**src/rtl/vga_pkg.sv**
```systemverilog
// Shared 800x600@60 raster geometry, consumed by vga_timing, the game renderer
// and the capture configuration so the 1056x628 frame is defined only here.
package vga_pkg;

    localparam int H_ACTIVE = 800;
    localparam int H_FP     = 40;
    localparam int H_SYNC   = 128;
    localparam int H_BP     = 88;

    localparam int V_ACTIVE = 600;
    localparam int V_FP     = 1;
    localparam int V_SYNC   = 4;
    localparam int V_BP     = 23;

    localparam int H_TOTAL = H_ACTIVE + H_FP + H_SYNC + H_BP;
    localparam int V_TOTAL = V_ACTIVE + V_FP + V_SYNC + V_BP;

    // Sync windows are inclusive on both ends: 840..967 and 601..604.
    localparam int H_SYNC_START = H_ACTIVE + H_FP;
    localparam int H_SYNC_END   = H_SYNC_START + H_SYNC - 1;
    localparam int V_SYNC_START = V_ACTIVE + V_FP;
    localparam int V_SYNC_END   = V_SYNC_START + V_SYNC - 1;

    localparam int   CE_NUM   = 2;
    localparam int   CE_DEN   = 5;
    localparam logic SYNC_POL = 1'b1;

    localparam int HW = 11;
    localparam int VW = 10;

    typedef struct packed {
        logic hs;
        logic vs;
        logic active;
        logic line_start;
        logic frame_start;
    } raster_flags_t;

    function automatic logic in_span(input int val, input int lo, input int hi);
        return (val >= lo) && (val <= hi);
    endfunction

endpackage

```
**src/rtl/vga_timing_if.sv**
```systemverilog
// Raster bundle from vga_timing to its consumers (game renderer, capture path).
interface vga_timing_if;
    import vga_pkg::*;

    logic          pix_ce;
    logic [HW-1:0] hcount;
    logic [VW-1:0] vcount;
    logic          hs;
    logic          vs;
    logic          active;
    logic          line_start;
    logic          frame_start;
    logic          pclk_mirror;

    modport master (
        output pix_ce, hcount, vcount, hs, vs, active,
               line_start, frame_start, pclk_mirror
    );

    modport slave (
        input  pix_ce, hcount, vcount, hs, vs, active,
               line_start, frame_start, pclk_mirror
    );

endinterface

```
**src/rtl/frac_ce_gen.sv**
```systemverilog
// Fractional clock-enable: a registered strobe that fires CE_NUM out of every
// CE_DEN clk cycles, spread as evenly as a modulo accumulator allows.
module frac_ce_gen #(
    parameter int CE_NUM = 2,
    parameter int CE_DEN = 5
) (
    input  logic clk,
    input  logic rst,
    output logic ce
);

    localparam int AW = $clog2(CE_DEN);
    localparam logic [AW:0] NUM_W = (AW+1)'(CE_NUM);
    localparam logic [AW:0] DEN_W = (AW+1)'(CE_DEN);

    logic [AW-1:0] acc;
    logic [AW:0]   sum;
    logic [AW:0]   acc_next;
    logic          wrap;

    // NOTE: every signal written in always_comb gets a value on every path,
    // here by straight-line assignment, so no latch can be inferred.
    always_comb begin
        sum      = {1'b0, acc} + NUM_W;
        wrap     = (sum >= DEN_W);
        acc_next = wrap ? (sum - DEN_W) : sum;
    end

    // NOTE: state registers use non-blocking assignments so every flop samples
    // the pre-edge values regardless of statement order.
    always_ff @(posedge clk) begin
        if (rst) begin
            acc <= '0;
            ce  <= 1'b0;
        end else begin
            acc <= acc_next[AW-1:0];
            ce  <= wrap;
        end
    end

endmodule

```
**src/rtl/vga_timing.sv**
```systemverilog
// SVGA raster generator: pixel strobe, h/v counters and registered sync/blank
// decodes, all in the single clk domain with a fractional pixel enable.
module vga_timing
    import vga_pkg::HW, vga_pkg::VW, vga_pkg::raster_flags_t, vga_pkg::in_span;
#(
    parameter int   H_ACTIVE = vga_pkg::H_ACTIVE,
    parameter int   H_FP     = vga_pkg::H_FP,
    parameter int   H_SYNC   = vga_pkg::H_SYNC,
    parameter int   H_BP     = vga_pkg::H_BP,
    parameter int   V_ACTIVE = vga_pkg::V_ACTIVE,
    parameter int   V_FP     = vga_pkg::V_FP,
    parameter int   V_SYNC   = vga_pkg::V_SYNC,
    parameter int   V_BP     = vga_pkg::V_BP,
    parameter int   CE_NUM   = vga_pkg::CE_NUM,
    parameter int   CE_DEN   = vga_pkg::CE_DEN,
    parameter logic SYNC_POL = vga_pkg::SYNC_POL
) (
    input  logic         clk,
    input  logic         rst,
    vga_timing_if.master vga
);

    localparam int H_TOTAL      = H_ACTIVE + H_FP + H_SYNC + H_BP;
    localparam int V_TOTAL      = V_ACTIVE + V_FP + V_SYNC + V_BP;
    localparam int H_SYNC_START = H_ACTIVE + H_FP;
    localparam int H_SYNC_END   = H_SYNC_START + H_SYNC - 1;
    localparam int V_SYNC_START = V_ACTIVE + V_FP;
    localparam int V_SYNC_END   = V_SYNC_START + V_SYNC - 1;

    localparam logic [HW-1:0] H_LAST = HW'(H_TOTAL - 1);
    localparam logic [VW-1:0] V_LAST = VW'(V_TOTAL - 1);

    localparam raster_flags_t FLAGS_RST = '{
        hs: ~SYNC_POL, vs: ~SYNC_POL, active: 1'b0,
        line_start: 1'b0, frame_start: 1'b0
    };

    logic          pix_ce;
    logic          ce_d1;
    logic          pclk_q;
    logic [HW-1:0] hcount;
    logic [VW-1:0] vcount;
    logic [HW-1:0] h_next;
    logic [VW-1:0] v_next;
    raster_flags_t flags;
    raster_flags_t flags_next;

    frac_ce_gen #(
        .CE_NUM (CE_NUM),
        .CE_DEN (CE_DEN)
    ) u_ce_gen (
        .clk (clk),
        .rst (rst),
        .ce  (pix_ce)
    );

    // Decode from the post-strobe coordinates so the flags register on the
    // same edge as the counters and stay cycle-aligned with them.
    always_comb begin
        h_next = hcount + 1'b1;
        v_next = vcount;
        if (hcount == H_LAST) begin
            h_next = '0;
            v_next = (vcount == V_LAST) ? '0 : vcount + 1'b1;
        end

        flags_next.hs = in_span(int'(h_next), H_SYNC_START, H_SYNC_END)
                        ? SYNC_POL : ~SYNC_POL;
        flags_next.vs = in_span(int'(v_next), V_SYNC_START, V_SYNC_END)
                        ? SYNC_POL : ~SYNC_POL;
        flags_next.active      = (int'(h_next) < H_ACTIVE) && (int'(v_next) < V_ACTIVE);
        flags_next.line_start  = (h_next == '0);
        flags_next.frame_start = (h_next == '0) && (v_next == '0);
    end

    // Reset parks the counters on the last pixel so the first strobe lands on (0,0).
    always_ff @(posedge clk) begin
        if (rst) begin
            hcount <= H_LAST;
            vcount <= V_LAST;
            flags  <= FLAGS_RST;
            ce_d1  <= 1'b0;
            pclk_q <= 1'b0;
        end else begin
            ce_d1  <= pix_ce;
            pclk_q <= ce_d1;
            if (pix_ce) begin
                hcount <= h_next;
                vcount <= v_next;
                flags  <= flags_next;
            end else begin
                flags.line_start  <= 1'b0;
                flags.frame_start <= 1'b0;
            end
        end
    end

    assign vga.pix_ce      = pix_ce;
    assign vga.hcount      = hcount;
    assign vga.vcount      = vcount;
    assign vga.hs          = flags.hs;
    assign vga.vs          = flags.vs;
    assign vga.active      = flags.active;
    assign vga.line_start  = flags.line_start;
    assign vga.frame_start = flags.frame_start;
    assign vga.pclk_mirror = pclk_q;

endmodule
```
**src/flat_wrapper.sv**
```systemverilog
// flat-port wrapper written by rule: the top's interface ports become plain ports
module vga_timing_flat import vga_pkg::HW, vga_pkg::VW, vga_pkg::raster_flags_t, vga_pkg::in_span;
#(
    parameter int   H_ACTIVE = vga_pkg::H_ACTIVE,
    parameter int   H_FP     = vga_pkg::H_FP,
    parameter int   H_SYNC   = vga_pkg::H_SYNC,
    parameter int   H_BP     = vga_pkg::H_BP,
    parameter int   V_ACTIVE = vga_pkg::V_ACTIVE,
    parameter int   V_FP     = vga_pkg::V_FP,
    parameter int   V_SYNC   = vga_pkg::V_SYNC,
    parameter int   V_BP     = vga_pkg::V_BP,
    parameter int   CE_NUM   = vga_pkg::CE_NUM,
    parameter int   CE_DEN   = vga_pkg::CE_DEN,
    parameter logic SYNC_POL = vga_pkg::SYNC_POL
)
  (clk, rst, vga_pix_ce, vga_hcount, vga_vcount, vga_hs, vga_vs, vga_active, vga_line_start, vga_frame_start, vga_pclk_mirror);
  vga_timing_if vga_i ();
  input  logic clk;
  input  logic rst;
  output wire logic [$bits(vga_i.pix_ce)-1:0] vga_pix_ce;
  output wire logic [$bits(vga_i.hcount)-1:0] vga_hcount;
  output wire logic [$bits(vga_i.vcount)-1:0] vga_vcount;
  output wire logic [$bits(vga_i.hs)-1:0] vga_hs;
  output wire logic [$bits(vga_i.vs)-1:0] vga_vs;
  output wire logic [$bits(vga_i.active)-1:0] vga_active;
  output wire logic [$bits(vga_i.line_start)-1:0] vga_line_start;
  output wire logic [$bits(vga_i.frame_start)-1:0] vga_frame_start;
  output wire logic [$bits(vga_i.pclk_mirror)-1:0] vga_pclk_mirror;
  assign vga_pix_ce = vga_i.pix_ce;
  assign vga_hcount = vga_i.hcount;
  assign vga_vcount = vga_i.vcount;
  assign vga_hs = vga_i.hs;
  assign vga_vs = vga_i.vs;
  assign vga_active = vga_i.active;
  assign vga_line_start = vga_i.line_start;
  assign vga_frame_start = vga_i.frame_start;
  assign vga_pclk_mirror = vga_i.pclk_mirror;
  vga_timing #(.H_ACTIVE(H_ACTIVE), .H_FP(H_FP), .H_SYNC(H_SYNC), .H_BP(H_BP), .V_ACTIVE(V_ACTIVE), .V_FP(V_FP), .V_SYNC(V_SYNC), .V_BP(V_BP), .CE_NUM(CE_NUM), .CE_DEN(CE_DEN), .SYNC_POL(SYNC_POL)) u_core (.clk(clk), .rst(rst), .vga(vga_i));
endmodule
```
**config.mk**
```make
export PLATFORM = sky130hd
export DESIGN_NAME = vga_timing_flat
export DESIGN_NICKNAME = d
export VERILOG_FILES = /design/src/rtl/vga_pkg.sv /design/src/rtl/vga_timing_if.sv /design/src/rtl/frac_ce_gen.sv /design/src/rtl/vga_timing.sv /design/src/flat_wrapper.sv
export SDC_FILE = /design/constraint.sdc
export NUM_CORES = 1
export LEC_CHECK = 0
export ABC_AREA = 1
export BUFFER_PORTS_ARGS = -buffer_cell sky130_fd_sc_hd__buf_2
export CAP_MARGIN = 10
export CORE_AREA = 5 5 68 70
export DETAILED_ROUTE_END_ITERATION = 12
export DIE_AREA = 0 0 73 75
export HOLD_SLACK_MARGIN = 0.05
export PLACE_DENSITY_LB_ADDON = 0.12
export SETUP_SLACK_MARGIN = 0.02
export SYNTH_ARGS = -nofsm -noshare
export SYNTH_HDL_FRONTEND = slang
export SYNTH_SLANG_ARGS = --single-unit
```
**constraint.sdc**
```tcl
create_clock -name clk -period 2.46 [get_ports clk]
set_input_delay 0.246 -clock clk [delete_from_list [all_inputs] [get_ports clk]]
set_output_delay 0.246 -clock clk [all_outputs]
set_load 0.02 [all_outputs]
```
==> results <==
- The run finished with clean final reports.
- The first routing iteration left 202 violations.
- The start-to-end type of the worst setup path is reg2reg.
- The routed layout has 2,196 vias.
- The global-route congestion overflow total is 0.
- The synthesized design contains 32 register bits.
- The wire length per cell after detailed routing is approximately 13 um.
- TritonCTS built the clock tree.
- The netlist area before placement is 0.002147 mm2.
- The height of the die is between 70 and 80 um.
- The commonest cells after synthesis are nand2_1, inv_1, nor2_1.
- The maximum buffer depth of the clock tree is 2.
- The number of pins with negative max-slew slack in the final report is 0.
- Setup violations remaining at the end of the flow were counted as 0.
- Of the total power, combinational logic draws 0.638.
- The most crowded layer after global routing is met2.
- Of the total power, the share spent switching nets is 0.5569.
- The number of sinks on the clock net is 32.
- The post-synthesis instance total is about 340.
- The switching power summed over all nets is between 2000 and 2500 uW.
- The number of detailed-routing iterations run before antenna repair is 5.
- The final layout contains 377 nets.
- The post-synthesis sequential area ratio is 0.2984.
- The max-capacitance violation count is 0.
- The effective utilization at floorplan is 0.5486.
- After detailed routing, the number of vias per cell comes to approximately 5.3.
- The antenna diode count is 0.
- The synthesis-to-finish area growth is 11.42%.
- The overall die area is approximately 0.0055 mm2.
- Setup repair after global routing left no endpoint under its margin.
- For the final database, setup skew stands at roughly 0.0032 ns.
- The static leakage power is 0.001272 uW.
- In the final timing run, aggregate negative setup slack is 0 ns.
- The area of the core region is about 0.004 mm2.
- The arrival time of the worst setup path is between 2 and 2.5 ns.
- Static timing analysis puts the maximum clock frequency at 463.6 MHz.
- The ratio of final minimum period to clock period is 0.8768.
- STA classifies the critical path endpoint as a register.
- The fraction of layout cells with a size suffix above 1 is 0.1467.
- Of all flip-flops after synthesis, the portion carrying an async set or reset was 0.
- In this run, CTS created clock tree buffers numbering 5.
- In this run the power density over the cells is 1523 mW/mm2.
- The routing usage on met3 is 0.05073.
- The path class of the lowest-slack min-delay path is in2reg.
- The synthesized area per cell is roughly 6.3 um2.
- The maximum fanout count along the critical path is 10.
- The count of cell types in the netlist is 31.
- The layout has between 400 and 500 filler cells.
- Entering global routing, the biggest net connects 36 pins.
- The detail route stage leaves a number of antenna-violating nets equal to 0.
- The internal power summed over all cells is around 1600 uW.
- In the post-route analysis, the smallest setup slack over all paths is a little over 0.3 ns.
- Power comes to 3642 uW.
- Clock-pin slew was measured on the worst setup and hold paths at around 0.060 ns.
- Wires add up to ~5500 um.
- The slew at the pin closest to its max-slew limit is around 0.48 ns.
- The number of global-route vias before repair is between 2,000 and 2,500.
- The post-CTS repair timing setup buffer count is 0.
- The post-placement worst setup slack is 0.2551 ns.
- Of all cell types, the one taking the most synthesized area is dfxtp_1.
- For this run, the total global-route usage over all layers was measured as 0.2124.
- Measured along the x axis, the die boundary spans 73 um.
- The total nets after synthesis is 348.
- The number of antenna violations at the first check in global routing is 0.
- Clock latency on the worst-skew pair, taken at its later pin, is roughly 0.28 ns.
- The estimated wirelength of the detail-placed design is approximately 4000 um.
- In the final layout, flip-flops and latches occupy between 600 and 700 um2.
- The global-route met2 utilization is 0.3585.
- The maximum level of the CTS H-tree is 2.
- The share of total power dissipated in sequential elements is 0.260.
- The global-route met1 utilization is 0.2537.
- The worst vdd rail ir drop is just under 0.0007 V.
- The number of enable flip-flop cells after synthesis is 0.
- The number of port buffers is 29.
- The Yosys step of the flow raised 0 warnings.
- The worst pin sits at a relative slew slack of 0.6821.
- The minimum clock period after layout is roughly 2.2 ns.
- In this run, post-CTS repair resized a total of 0 instances.
- Sorting the synthesized cells by area gives the leading types as dfxtp_1, nand2_1, inv_1, nor2_1, nand3_1.
- For this run, design rule violations remaining after detail routing come to 0.
- The number of ports placed on the die boundary is 30.
- The cell at the root of the clock tree is clkbuf_8.
- The initialized floorplan defines 23 standard-cell rows.
- The most frequently used cell type in the post-synthesis netlist is nand2_1.
- The global-route wire length before repair is a little over 9000 um.
- At the end of routability-driven placement, the weighted congestion stood at 0.8347.
- STA puts the critical path data required time at about 2.7 ns.
- The share of total power dissipated in the clock network is 0.103.
- The share of synthesized area in the top cell type comes to 0.2984.
- The leading register cell type out of synthesis is dfxtp_1.
- The number of hold violations in the final report is 0.
- The multi-input logic area is around 0.0013 mm2.
- The hold-fix buffer count after cts is 0.
- STA classifies the critical path startpoint as a register.
[metal layers]
layer / vias up / routed length, um
met4: 0 / 65
met3: 8 / 272
met1: 986 / 2366
li1: 1152 / -
met2: 50 / 2755
met5: - / 0
[cells by family after synthesis]
| kind of cell | count (synthesis) | synth area share |
|---|---|---|
| compound gates | 60 | 0.1503 |
| xor+xnor | 6 | 0.02448 |
| fa+ha+maj | 7 | 0.04429 |
| buf+inv | 63 | 0.1212 |
| flops | 32 | 0.2984 |
| simple gates | 171 | 0.3613 |
[path summary, 6_finish.rpt]
kind	start	endpoint	slack (ns)	cells after the start
worst max-delay path	u_core.vga.hcount[1]	u_core.vga.frame_start	0.30	11
worst min register to register	u_core.ce_d1	u_core.vga.pclk_mirror	0.40	2
worst min-delay path	rst	u_core.vga.pclk_mirror	0.38	2
worst max register to register	u_core.vga.hcount[1]	u_core.vga.frame_start	0.30	11
[cell type report]
cell class                      count  area share
Clock buffer                        6     0.03033
Clock inverter                      1    0.002092
Inverter                           53     0.08316
Multi-Input combinational cell    245      0.5235
Sequential cell                    32      0.2678
Tap cell                           50     0.02615
Timing Repair Buffer               31     0.06695
[through the flow]
stage | cells | area [um2] | hold WS [ns] | util
final | 418 | 2392 | 0.3799 | 0.6113
after global routing | 418 | 2392 | 0.3862 | 0.6113
after CTS | 417 | 2386 | 0.3769 | 0.6097
after detailed placement | 410 | 2308 | 0.3957 | 0.5898
after global placement | 410 | 2308 | 0.3949 | 0.5898
after floorplan | 339 | 2147 | 0.3298 | -
[critical path: stages (launching register included)]
cell     delay [ns]
dfxtp_1        0.40
ha_1           0.25
nand2_2        0.11
nor2_4         0.17
inv_2          0.09
nor2_2         0.38
nand2_1        0.12
nand2_2        0.11
nand2_1        0.08
nor3_1         0.21
nand2_1        0.09
nor2_1         0.09
[state kept, by name (all words and copies together) (netlist names)]
| name | flops |
|---|---|
| u_core.ce_d1 | 1 |
| u_core.u_ce_gen.acc | 3 |
| u_core.u_ce_gen.ce | 1 |
| u_core.vga.active | 1 |
| u_core.vga.frame_start | 1 |
| u_core.vga.hcount | 11 |
| u_core.vga.hs | 1 |
| u_core.vga.line_start | 1 |
| u_core.vga.pclk_mirror | 1 |
| u_core.vga.vcount | 10 |
| u_core.vga.vs | 1 |
[layout by cell type, fill, tap and decap left out, drive strengths merged]
cell / count
ha: 6
o21ai: 28
a21oi: 26
nand4: 12
nand3: 30
fa: 1
nor2: 41
inv: 52
or2: 1
o21bai: 2
nand2: 82
a21boi: 1
clkinv: 2
nor4: 1
buf: 31
clkbuf: 6
nor3: 5
o31ai: 1
xor2: 6
dfxtp: 32
o211ai: 2
[power by group through the flow]
stage	sequential [uW]	clock (uW)	combinational (uW)
detailed placement	952	0	2260
global route	980	419	2610
global placement	950	0	2240
CTS	944	389	2270
floorplan	1070	0	1680
finish	945	374	2320
No activity file was read; power rests on OpenSTA's default activity.
